`config.mk`:
```
export PLATFORM = sky130hd
export DESIGN_NAME = regfile_arbiter
export DESIGN_NICKNAME = d
export VERILOG_FILES = /design/src/rtl/regfile_arbiter.sv
export SDC_FILE = /design/constraint.sdc
export NUM_CORES = 1
export LEC_CHECK = 0
export BUFFER_PORTS_ARGS = -buffer_cell sky130_fd_sc_hd__buf_2
export CORE_MARGIN = 10
export CORE_UTILIZATION = 25
export DETAILED_ROUTE_END_ITERATION = 8
export GPL_TIMING_DRIVEN = 0
export PLACE_DENSITY_LB_ADDON = 0.1
export SYNTH_ARGS = -nofsm -noshare
export SYNTH_HDL_FRONTEND = slang
export SYNTH_SLANG_ARGS = --single-unit
```
`constraint.sdc`:
```
create_clock -name Clk -period 2.45 [get_ports Clk]
set_input_delay 0.245 -clock Clk [delete_from_list [all_inputs] [get_ports Clk]]
set_output_delay 0.245 -clock Clk [all_outputs]
set_load 0.02 [all_outputs]
```
`src/rtl/regfile_arbiter.sv`:
```
// Two-requester arbiter in front of a single-ported register file.
// Accesses run one at a time through IDLE -> ISSUE -> (RWAIT x RD_LAT) -> DONE.
// Every FSM output is a flop, so each output is set on the edge that enters its state.
// Optional build macro: REGFILE_ARB_FIXED_PRIO_EN. When it is defined, A always wins
// contention and there is no last-served pointer. When it is undefined, arbitration
// is round-robin.
module regfile_arbiter #(
    parameter int unsigned RD_LAT = 1  // register-file read latency, 1..3
) (
    input  logic       Clk,
    input  logic       Rst,
    input  logic       a_req,
    input  logic       b_req,
    input  logic       a_we,
    input  logic       b_we,
    input  logic [3:0] a_addr,
    input  logic [3:0] b_addr,
    input  logic [7:0] a_wdata,
    input  logic [7:0] b_wdata,
    output logic       a_gnt,
    output logic       b_gnt,
    output logic       a_done,
    output logic       b_done,
    output logic [7:0] a_rdata,
    output logic [7:0] b_rdata,
    output logic [3:0] rf_raddr,
    output logic [3:0] rf_waddr,
    output logic       rf_ren,
    output logic       rf_wen,
    output logic [7:0] rf_wdata,
    input  logic [7:0] rf_rdata,
    output logic       busy
);

    typedef enum logic [1:0] {StIdle, StIssue, StRwait, StDone} state_e;

    state_e     state_q;
    logic       win_q;   // 0 = A owns the current access, 1 = B
    logic       we_q;
    logic [1:0] cnt_q;   // remaining RWAIT cycles minus one

    logic       pick_b;
    logic       sel_we;
    logic [3:0] sel_addr;
    logic [7:0] sel_wdata;

`ifndef REGFILE_ARB_FIXED_PRIO_EN
    logic       last_q;  // 0 = A served last, 1 = B served last
`endif

    // Choose the winner among the current requests and mux in its access fields.
    always_comb begin
        pick_b = 1'b0;
`ifdef REGFILE_ARB_FIXED_PRIO_EN
        pick_b = b_req && !a_req;
`else
        pick_b = b_req && (!a_req || !last_q);
`endif
        sel_we    = pick_b ? b_we    : a_we;
        sel_addr  = pick_b ? b_addr  : a_addr;
        sel_wdata = pick_b ? b_wdata : a_wdata;
    end

    assign busy = (state_q != StIdle);

    // Main FSM. Pulse outputs default low, and are set on the edge that enters their state.
    always_ff @(posedge Clk or negedge Rst) begin
        if (!Rst) begin
            state_q  <= StIdle;
            win_q    <= 1'b0;
            we_q     <= 1'b0;
            cnt_q    <= 2'd0;
            a_gnt    <= 1'b0;
            b_gnt    <= 1'b0;
            a_done   <= 1'b0;
            b_done   <= 1'b0;
            rf_ren   <= 1'b0;
            rf_wen   <= 1'b0;
            rf_raddr <= 4'd0;
            rf_waddr <= 4'd0;
            rf_wdata <= 8'd0;
            a_rdata  <= 8'd0;
            b_rdata  <= 8'd0;
`ifndef REGFILE_ARB_FIXED_PRIO_EN
            last_q   <= 1'b1;
`endif
        end else begin
            a_gnt  <= 1'b0;
            b_gnt  <= 1'b0;
            a_done <= 1'b0;
            b_done <= 1'b0;
            rf_ren <= 1'b0;
            rf_wen <= 1'b0;
            unique case (state_q)
                StIdle: begin
                    if (a_req || b_req) begin
                        win_q <= pick_b;
                        we_q  <= sel_we;
                        a_gnt <= !pick_b;
                        b_gnt <= pick_b;
                        if (sel_we) begin
                            rf_wen   <= 1'b1;
                            rf_waddr <= sel_addr;
                            rf_wdata <= sel_wdata;
                        end else begin
                            rf_ren   <= 1'b1;
                            rf_raddr <= sel_addr;
                        end
                        state_q <= StIssue;
                    end
                end
                StIssue: begin
                    if (we_q) begin
                        a_done  <= !win_q;
                        b_done  <= win_q;
                        state_q <= StDone;
                    end else begin
                        cnt_q   <= 2'(RD_LAT - 1);
                        state_q <= StRwait;
                    end
                end
                StRwait: begin
                    if (cnt_q == 2'd0) begin
                        // The last RWAIT edge: rf_rdata is valid now.
                        if (win_q) begin
                            b_rdata <= rf_rdata;
                        end else begin
                            a_rdata <= rf_rdata;
                        end
                        a_done  <= !win_q;
                        b_done  <= win_q;
                        state_q <= StDone;
                    end else begin
                        cnt_q <= cnt_q - 2'd1;
                    end
                end
                StDone: begin
`ifndef REGFILE_ARB_FIXED_PRIO_EN
                    last_q <= win_q;
`endif
                    state_q <= StIdle;
                end
                default: state_q <= StIdle;
            endcase
        end
    end

endmodule
```
==> results.cfg, run 1 <==
[clocking]
cts_buffers = 5
htree_levels = 2
cts_tree = done
postCtsResizedCells = 0
root_buffer = clkbuf_8
post-cts-setup-buffer-count = 0
cts_num_sinks = 45
clk_path_buf_depth = 2
path_clk_slew_ps = 80
clkLatencyLatePin_ps = 290
cts_hold_buf = 0

[grt]
grt_usage_pct = 8.37
grt_overflow_total = 0
grt_pass1_wl_um = 8550
antenna_found_initial = 0
grt_pass1_vias = 1566
grt_max_degree = 46

[synth]
ys_seq_area_share_pct = 53.8
netlist_area_um2 = 2090
yosys.area.top_type = dfrtp_1
synth_top_area_share_pct = 52.6
synth.distinct_cells = 24
synthTopCellsByArea = dfrtp_1, mux2_2, mux2_4, ha_1, o32ai_4
synth-seq-cells = 45
synth_nets = 190
synth_warnings = 0
synthCells = 147
syn_avg_cell_area_um2 = 14.2

[timing]
tightestPinTransition_ps = 1040
max_freq_mhz = 518
setup_viol = 0
tns_ps = 0
skew_ps = 6.83
fin_ws_ps = 519
fin_crit_sh_pct = 78.8
rsz0062_at_grt = no
relSlewSlack_pct = 30.7
hold_viol_final = 0
slew_viol_final = 0
finalCriticalPeriod_ps = 1930

[placement]
dp_hpwl_um = 4010
gp_congestion = 0.700
place_ws_ps = 502
port_buffers = 76

[critical_path]
cp.required_ps = 2630
end_kind = register
crit_buf_inv = 3
cp_top_family = buffers and inverters
crit_path_max_incr_delay_ps = 410
cp_max_fo = 10
crit_path_start_kind = register
setup.worst_path.class = register to register
crit_arrival_ps = 2110
cp_slowest_cell = dfrtp_1
crit_path_cell_trace = inv_1 -> ha_1 -> buf_2 -> nand2_1 -> o32ai_4 -> buf_6 -> mux2_2

[final_layout]
diodes = 0
area_growth_pct = 29.7
drive_above_1_share_pct = 59.3
regArea_um2 = 1130
nFillCells = 857
final_cell_mix = buf_2, dfrtp_1, mux2_2, mux2_4, inv_1
final_nets = 273
final_common_cell = buf_2
multiInputGateArea_um2 = 886

[power_and_ir_drop]
p_per_area_nw_per_um2 = 1280
finalPower_uw = 3480
ir_drop_mv = 0.399
cellLeakagePower_uw = 0.00132

[routing]
drc = 0
vias = 1403
firstDrtPassIters = 4
detailedRoute.firstIterationViolations = 46
viasPerCell = 4.18
detail-route-antenna-nets = 0
routedWlPerCell_um = 15.3
wl_um = 5150

[floorplan]
dieArea_um2 = 12400
placeableCoreArea_um2 = 8180
die_w_um = 112
die_h_um = 112
rows = 33
ios = 77
start_util_pct = 25.6

[status]
status = finished clean

[hold_path]
holdCritPathClass = primary input to asynchronous set/reset pin

[job]
cap_viol_max_count = 0
[synth_stat cells, drive strengths merged]
library cell and number:
inv 9, o21ai 6, dfrtp 44, o32ai 2, mux2 46, buf 4, a21oi 4, a211oi 1
a21bo 1, dfstp 1, o32a 1, a21o 1, nor2b 2, ha 5, nand2b 3, nor2 7
and2b 1, and2 2, a211o 1, nand2 5, nor4 1
[where the power goes]
group / internal [µW] / switching [µW]
Combinational: 748 / 916
Sequential: 1090 / 172
Clock: 306 / 247
[metal layers]
metal	vias to the layer above	track usage [%]	share of wire [%]
li1	676	-	-
met1	665	10.3	44
met2	58	12.7	46
met3	4	3.97	9.2
met4	0	2.57	0.85
met5	-	0	0
[registers in the layout, summed over array words and instances, names as in the netlist, 2 cells and up]
register / cells
a_rdata: 8
b_rdata: 8
cnt_q: 2
rf_raddr: 4
rf_waddr: 4
rf_wdata: 8
state_q: 2
[area by class of cell]
class / instances / share of cell area [%]
Buffer: 4 / 1.75
Multi-Input combinational cell: 89 / 32.6
Clock buffer: 6 / 2.67
Tap cell: 105 / 4.83
Clock inverter: 2 / 1.43
Sequential cell: 45 / 41.5
Inverter: 9 / 1.24
Timing Repair Buffer: 76 / 14.0
[path summary, 6_finish.rpt]
path                               endpoint  cells after the start  slack (ps)         from
max in group asynchronous       rf_wdata[4]                      1        1680          Rst
min in group Clk                 a_rdata[6]                      2         190  rf_rdata[6]
worst max-delay path            rf_waddr[0]                      7         520   state_q[0]
worst min register to register   a_rdata[6]                      1         500   a_rdata[6]
worst max register to register  rf_waddr[0]                      7         520   state_q[0]
worst min-delay path             a_rdata[3]                      1         130          Rst
[metrics by stage]
stage	cells	utilization [%]	hold slack, ps	instance area (µm²)
CTS	336	33.2	159	2720
floorplan	147	-	-50.6	2090
global route	336	33.2	180	2720
detailed placement	328	31.9	489	2610
global placement	328	31.9	483	2610
finish	336	33.2	133	2720
[kinds of logic (layout without fill, tap and decap cells)]
| group | count (synthesis) | after routing | share of synthesized area [%] |
|---|---|---|---|
| compound gates | 17 | 17 | 7.11 |
| buf+inv | 13 | 97 | 3.88 |
| fa+ha+maj | 5 | 5 | 2.99 |
| simple gates | 21 | 21 | 4.96 |
| flops | 45 | 45 | 53.8 |
| mux | 46 | 46 | 27.2 |
No activity file was read; power rests on OpenSTA's default activity.
==> run 2: changes to the inputs <==
--- a/config.mk
+++ b/config.mk
@@ -5,6 +5,7 @@
 export SDC_FILE = /design/constraint.sdc
 export NUM_CORES = 1
 export LEC_CHECK = 0
+export ABC_AREA = 1
 export BUFFER_PORTS_ARGS = -buffer_cell sky130_fd_sc_hd__buf_2
 export CORE_MARGIN = 10
 export CORE_UTILIZATION = 25
==> constraint.sdc (replaced) <==
create_clock -name Clk -period 1.8 [get_ports Clk]
set_input_delay 0.18 -clock Clk [delete_from_list [all_inputs] [get_ports Clk]]
set_output_delay 0.18 -clock Clk [all_outputs]
set_load 0.02 [all_outputs]
==> run 2 against run 1 <==
  * First-iteration DRC count grew 48%
  * Die area shrank 0.64%
  * Sequential cell count is the same
  * Fmax grew 22%
  * Cell area shrank 0.60%
  * Clock power grew 43%
  * Clock skew shrank 1.0 ps
  * Hold slack lost 69 ps
  * Largest cell class unchanged
  * Synthesized cell count grew 65%
==> results.cfg, run 2 <==
[critical_path]
cp_top_family = flip-flops
crit_path_start_kind = register
cp_max_fo = 10
rr_startpoint = state_q[0]
reg2reg_depth = 8
crit_buf_inv = 3
ff2ff_setup_slack_ps = 210
end_kind = register
crit_top_cell = nand2_1
setup.worst_path.class = register to register
reg2reg_to = a_rdata[2]
crit_path_cell_trace = inv_1 -> ha_1 -> nand2_1 -> inv_1 -> nand2_1 -> buf_2 -> nand2_1 -> o21ai_0
cp_slowest_cell = dfrtp_1
cp.required_ps = 2010
crit_arrival_ps = 1790
crit_path_max_incr_delay_ps = 420

[synth]
synth.distinct_cells = 18
netlist_area_um2 = 2080
synth_mux_area_share_pct = 0
yosys.area.top_type = dfrtp_1
synth_xor_area_share_pct = 0
async_flop_share_pct = 100
synth_most_common_cell = nand2_1
syn_avg_cell_area_um2 = 8.59
synthTopCellsByCount = nand2_1, dfrtp_1, nand3_1, inv_1, o21ai_0
synth-seq-cells = 45
synth_top_family_by_area = simple AND/OR/NAND/NOR gates
synth_simple_gate_area_share_pct = 28.4
synth_warnings = 0
synthTopCellsByArea = dfrtp_1, nand2_1, nand3_1, o21ai_0, inv_1
synth_nets = 285
synth_fa_ha_area_share_pct = 3.01
synthCells = 242
synth_top_area_share_pct = 53.0
synth_compound_area_share_pct = 6.02
ys.flop_type = dfrtp_1
ys_seq_area_share_pct = 54.2
synth-edff-count = 0

[routing]
vias = 1773
detailedRoute.firstIterationViolations = 68
routedWlPerCell_um = 13.4
viasPerCell = 4.12
firstDrtPassIters = 4
wl_um = 5770
drc = 0
detail-route-antenna-nets = 0

[floorplan]
dieArea_um2 = 12400
placeableCoreArea_um2 = 8130
die_h_um = 111
ios = 77
die_w_um = 111
rows = 33
start_util_pct = 25.5

[clocking]
post-cts-setup-buffer-count = 0
htree_levels = 2
clkLatencyLatePin_ps = 290
cts_buffers = 5
path_clk_slew_ps = 80
cts_num_sinks = 45
postCtsResizedCells = 0
cts_tree = done
root_buffer = clkbuf_8
clk_path_buf_depth = 2
cts_hold_buf = 0

[timing]
skew_ps = 5.80
hold_viol_final = 0
finalCriticalPeriod_ps = 1590
tns_ps = 0
fin_crit_sh_pct = 88.1
tightestPinTransition_ps = 1050
relSlewSlack_pct = 30.2
hold_slack_ps = 64.7
rsz0062_at_grt = no
setup_viol = 0
slew_viol_final = 0
max_freq_mhz = 630

[final_layout]
final_cell_mix = nand2_1, buf_2, dfrtp_1, nand3_1, inv_1
final_nets = 367
nFillCells = 879
final_common_cell = nand2_1
drive_above_1_share_pct = 31.7
regArea_um2 = 1130
diodes = 0
fin_area_um2 = 2700
area_growth_pct = 30.0
utilization_pct = 33.2
top_regs = a_rdata x8, b_rdata x8, rf_wdata x8
multiInputGateArea_um2 = 777

[placement]
port_buffers = 75
dp_hpwl_um = 4470
gp_congestion = 0.721
placed_area_um2 = 2580

[power_and_ir_drop]
cellLeakagePower_uw = 0.00156
p_per_area_nw_per_um2 = 1760
p_switching_uw = 2050
finalPower_uw = 4760
seqPwrFrac_pct = 36.6
ir_drop_mv = 0.473
sw_frac_of_total_pct = 43.0
p_int_uw = 2710
clockPowerShare_pct = 16.6
combPwrFrac_pct = 46.8

[hold_path]
holdCritPathClass = primary input to asynchronous set/reset pin

[grt]
grt_pass1_vias = 1901
grt_overflow_total = 0
grt_pass1_wl_um = 9770
grt_usage_pct = 9.41
grt_max_degree = 46
antenna_found_initial = 0

[status]
status = finished clean

[job]
cap_viol_max_count = 0
[run 2: cell types whose count changed after synthesis, sizes merged, moves of 3 or more]
cell / before / now
buf: 4 / 10
inv: 9 / 24
nand2: 5 / 93
nand3: 0 / 33
mux2: 46 / 0
nand2b: 3 / 0
o21ai: 6 / 20
[run 2: how the worst max path moves through the flow]
| stage | slack [ps] | from | endpoint | cells after the start |
|---|---|---|---|---|
| global placement | 180 | state_q[0] | a_rdata[2] | 7 |
| finish | 210 | state_q[0] | a_rdata[2] | 8 |
| CTS | 170 | state_q[0] | a_rdata[2] | 8 |
| global route | 0.2 | state_q[0] | a_rdata[0] | 7 |
| floorplan | 370 | state_q[0] | rf_raddr[0] | 8 |
| detailed placement | 170 | state_q[0] | a_rdata[2] | 7 |
[run 2: logic make-up after synthesis]
family | after synthesis
flip-flops | 45
AO/OA/AOI/OAI | 24
adder cells (fa/ha/maj) | 5
AND/OR/NAND/NOR | 134
buffers and inverters | 34
[run 2: layout make-up]
cell class | instances | share of cell area, %
plain buffers | 10 | 3.10
clock buffers | 7 | 3.20
clock inverters | 1 | 1.11
inverters | 24 | 3.33
multi-input cells | 163 | 28.8
flip-flops and latches | 45 | 41.7
well taps | 105 | 4.86
repair buffers | 75 | 13.9
[run 2: stage by stage]
stage	setup WS [ps]	instances
4_1_cts	169	430
5_1_grt	0.235	430
3_5_place_dp	171	422
2_1_floorplan	375	242
6_report	214	430
3_3_place_gp	185	422
[run 2: routing by layer]
layer | track usage (%) | part of all wire, % | up-vias
met1 | 12.7 | 50 | 774
met3 | 4.60 | 10 | 6
met5 | 0 | 0 | -
met4 | 2.31 | 1.0 | 0
li1 | - | - | 925
met2 | 13.0 | 39 | 68
[run 2: worst register-to-register path, stage by stage, from the launching register on]
cell,delay (ps)
dfrtp_1,420
inv_1,80
ha_1,240
nand2_1,100
inv_1,60
nand2_1,210
buf_2,270
nand2_1,70
o21ai_0,80
[run 2: power by group through the flow]
stage	Sequential, µW	Clock, µW	Combinational, µW
finish	1740	791	2230
global placement	1770	0	2270
CTS	1750	838	2280
floorplan	2240	0	987
detailed placement	1760	0	2280
global route	1810	871	2510
==> run 3: changes to the inputs <==
--- a/config.mk
+++ b/config.mk
@@ -11,7 +11,7 @@
 export CORE_UTILIZATION = 25
 export DETAILED_ROUTE_END_ITERATION = 8
 export GPL_TIMING_DRIVEN = 0
-export PLACE_DENSITY_LB_ADDON = 0.1
+export PLACE_DENSITY = 0.46
 export SYNTH_ARGS = -nofsm -noshare
 export SYNTH_HDL_FRONTEND = slang
 export SYNTH_SLANG_ARGS = --single-unit
==> constraint.sdc (replaced) <==
create_clock -name Clk -period 2 [get_ports Clk]
set_input_delay 0.2 -clock Clk [delete_from_list [all_inputs] [get_ports Clk]]
set_output_delay 0.2 -clock Clk [all_outputs]
set_load 0.02 [all_outputs]
==> run 3 against run 2 <==
  * Via count rose by 0.68%
  * Worst setup slack improved by 200 ps
  * Global-route usage fell by 0.32 points
  * Sequential power fell by 9.8%
  * Cell area fell by 0.46%
  * Wire length fell by 0.73%
  * Critical path depth fell by 1
  * Non-clock buffer count did not move
==> results.cfg, run 3 (synthesis results as in run 2) <==
[clocking]
htree_levels = 2
cts_hold_buf = 0
clk_path_buf_depth = 2
postCtsResizedCells = 0
post-cts-setup-buffer-count = 0
path_clk_slew_ps = 80
cts_buffers = 5
cts_tree = done
clkLatencyLatePin_ps = 290
root_buffer = clkbuf_8
cts_num_sinks = 45

[floorplan]
start_util_pct = 25.5
die_w_um = 111
dieArea_um2 = 12400
die_h_um = 111
ios = 77
rows = 33
placeableCoreArea_um2 = 8130

[placement]
placed_cells = 422
dp_hpwl_um = 4480
place_ws_ps = 403
gp_congestion = 0.728
port_buffers = 75

[grt]
grt_pass1_vias = 1865
grt_usage_pct = 9.09
grt_overflow_total = 0
grt_pass1_wl_um = 9480
antenna_found_initial = 0
grt_max_degree = 46

[power_and_ir_drop]
p_per_area_nw_per_um2 = 1580
sw_frac_of_total_pct = 43.4
p_switching_uw = 1840
clockPowerShare_pct = 15.8
p_int_uw = 2400
combPwrFrac_pct = 47.1
ir_drop_mv = 0.379
seqPwrFrac_pct = 37.1
cellLeakagePower_uw = 0.00155

[timing]
relSlewSlack_pct = 32.6
hold_viol_final = 0
slew_viol_final = 0
hold_slack_ps = 71.0
finalCriticalPeriod_ps = 1580
rsz0062_at_grt = no
fin_crit_sh_pct = 79.2
max_freq_mhz = 631
skew_ps = 2.87
tightestPinTransition_ps = 1010
tns_ps = 0
setup_viol = 0
fin_ws_ps = 415

[critical_path]
cp_max_fo = 10
setup.worst_path.class = register to register
end_kind = register
crit_arrival_ps = 1760
crit_path_start_kind = register
cp.required_ps = 2170

[final_layout]
regArea_um2 = 1130
multiInputGateArea_um2 = 777
final_cell_mix = nand2_1, buf_2, dfrtp_1, nand3_1, inv_1
final_cells = 429
area_growth_pct = 29.4
final_nets = 367
top_regs = a_rdata x8, b_rdata x8, rf_wdata x8
drive_above_1_share_pct = 31.8
final_common_cell = nand2_1
diodes = 0
nFillCells = 890

[routing]
wl_um = 5730
detail-route-antenna-nets = 0
firstDrtPassIters = 4
drc = 0
vias = 1785
viasPerCell = 4.16
routedWlPerCell_um = 13.3
detailedRoute.firstIterationViolations = 74

[job]
cap_viol_max_count = 0

[hold_path]
holdCritPathClass = primary input to asynchronous set/reset pin

[status]
status = finished clean
-- run 3: cell types whose count changed in the layout (fill, tap and decap cells not counted) --
cell | before | now
clkbuf_1 | 1 | 0
clkbuf_8 | 6 | 5
clkinv_2 | 0 | 1
-- run 3: final timing paths --
kind	from	endpoint	slack, ps	depth (start not counted)
worst max-delay path	state_q[0]	a_rdata[1]	420	7
worst min-delay path	Rst	state_q[0]	70	1
worst max register to register	state_q[0]	a_rdata[1]	420	7
worst min register to register	win_q	a_done	460	1
max in group asynchronous	Rst	rf_wdata[0]	1300	1
min in group Clk	rf_rdata[6]	a_rdata[6]	170	3
-- run 3: metal layers --
| layer | routed length, µm | track usage [%] |
|---|---|---|
| met2 | 2290 | 13.1 |
| met5 | 0 | 0 |
| met3 | 564 | 4.55 |
| met1 | 2820 | 11.8 |
| met4 | 47 | 2.06 |
-- run 3: metrics by stage --
| step | util, % | total power, µW | area, µm² |
|---|---|---|---|
| 3_3_place_gp | 31.8 | 3620 | 2580 |
| 6_report | 33.1 | 4240 | 2690 |
| 2_1_floorplan | - | 2910 | 2080 |
| 4_1_cts | 33.1 | 4330 | 2690 |
| 5_1_grt | 33.1 | 4610 | 2690 |
| 3_5_place_dp | 31.8 | 3640 | 2580 |
-- run 3: worst max-delay path, stage by stage (launching register included) --
cell and delay, ps:
dfrtp_1 420, inv_1 80, ha_1 240, nand2_1 90, inv_1 50, nand2_1 210
buf_2 260, o21ai_0 100
-- run 3: power groups by stage --
stage / Combinational, µW / Sequential, µW / Clock (µW)
floorplan: 889 / 2020 / 0
detailed placement: 2050 / 1590 / 0
CTS: 2050 / 1580 / 704
global placement: 2030 / 1590 / 0
finish: 2000 / 1570 / 670
global route: 2250 / 1630 / 730
-- run 3: final cells by class --
class | instances | share of cell area (%)
clock inverter | 2 | 1.30
buffer | 10 | 3.12
inverter | 24 | 3.35
multi-input combinational | 163 | 28.9
timing repair buffer | 75 | 14.0
tap | 105 | 4.89
sequential | 45 | 41.9
clock buffer | 5 | 2.56
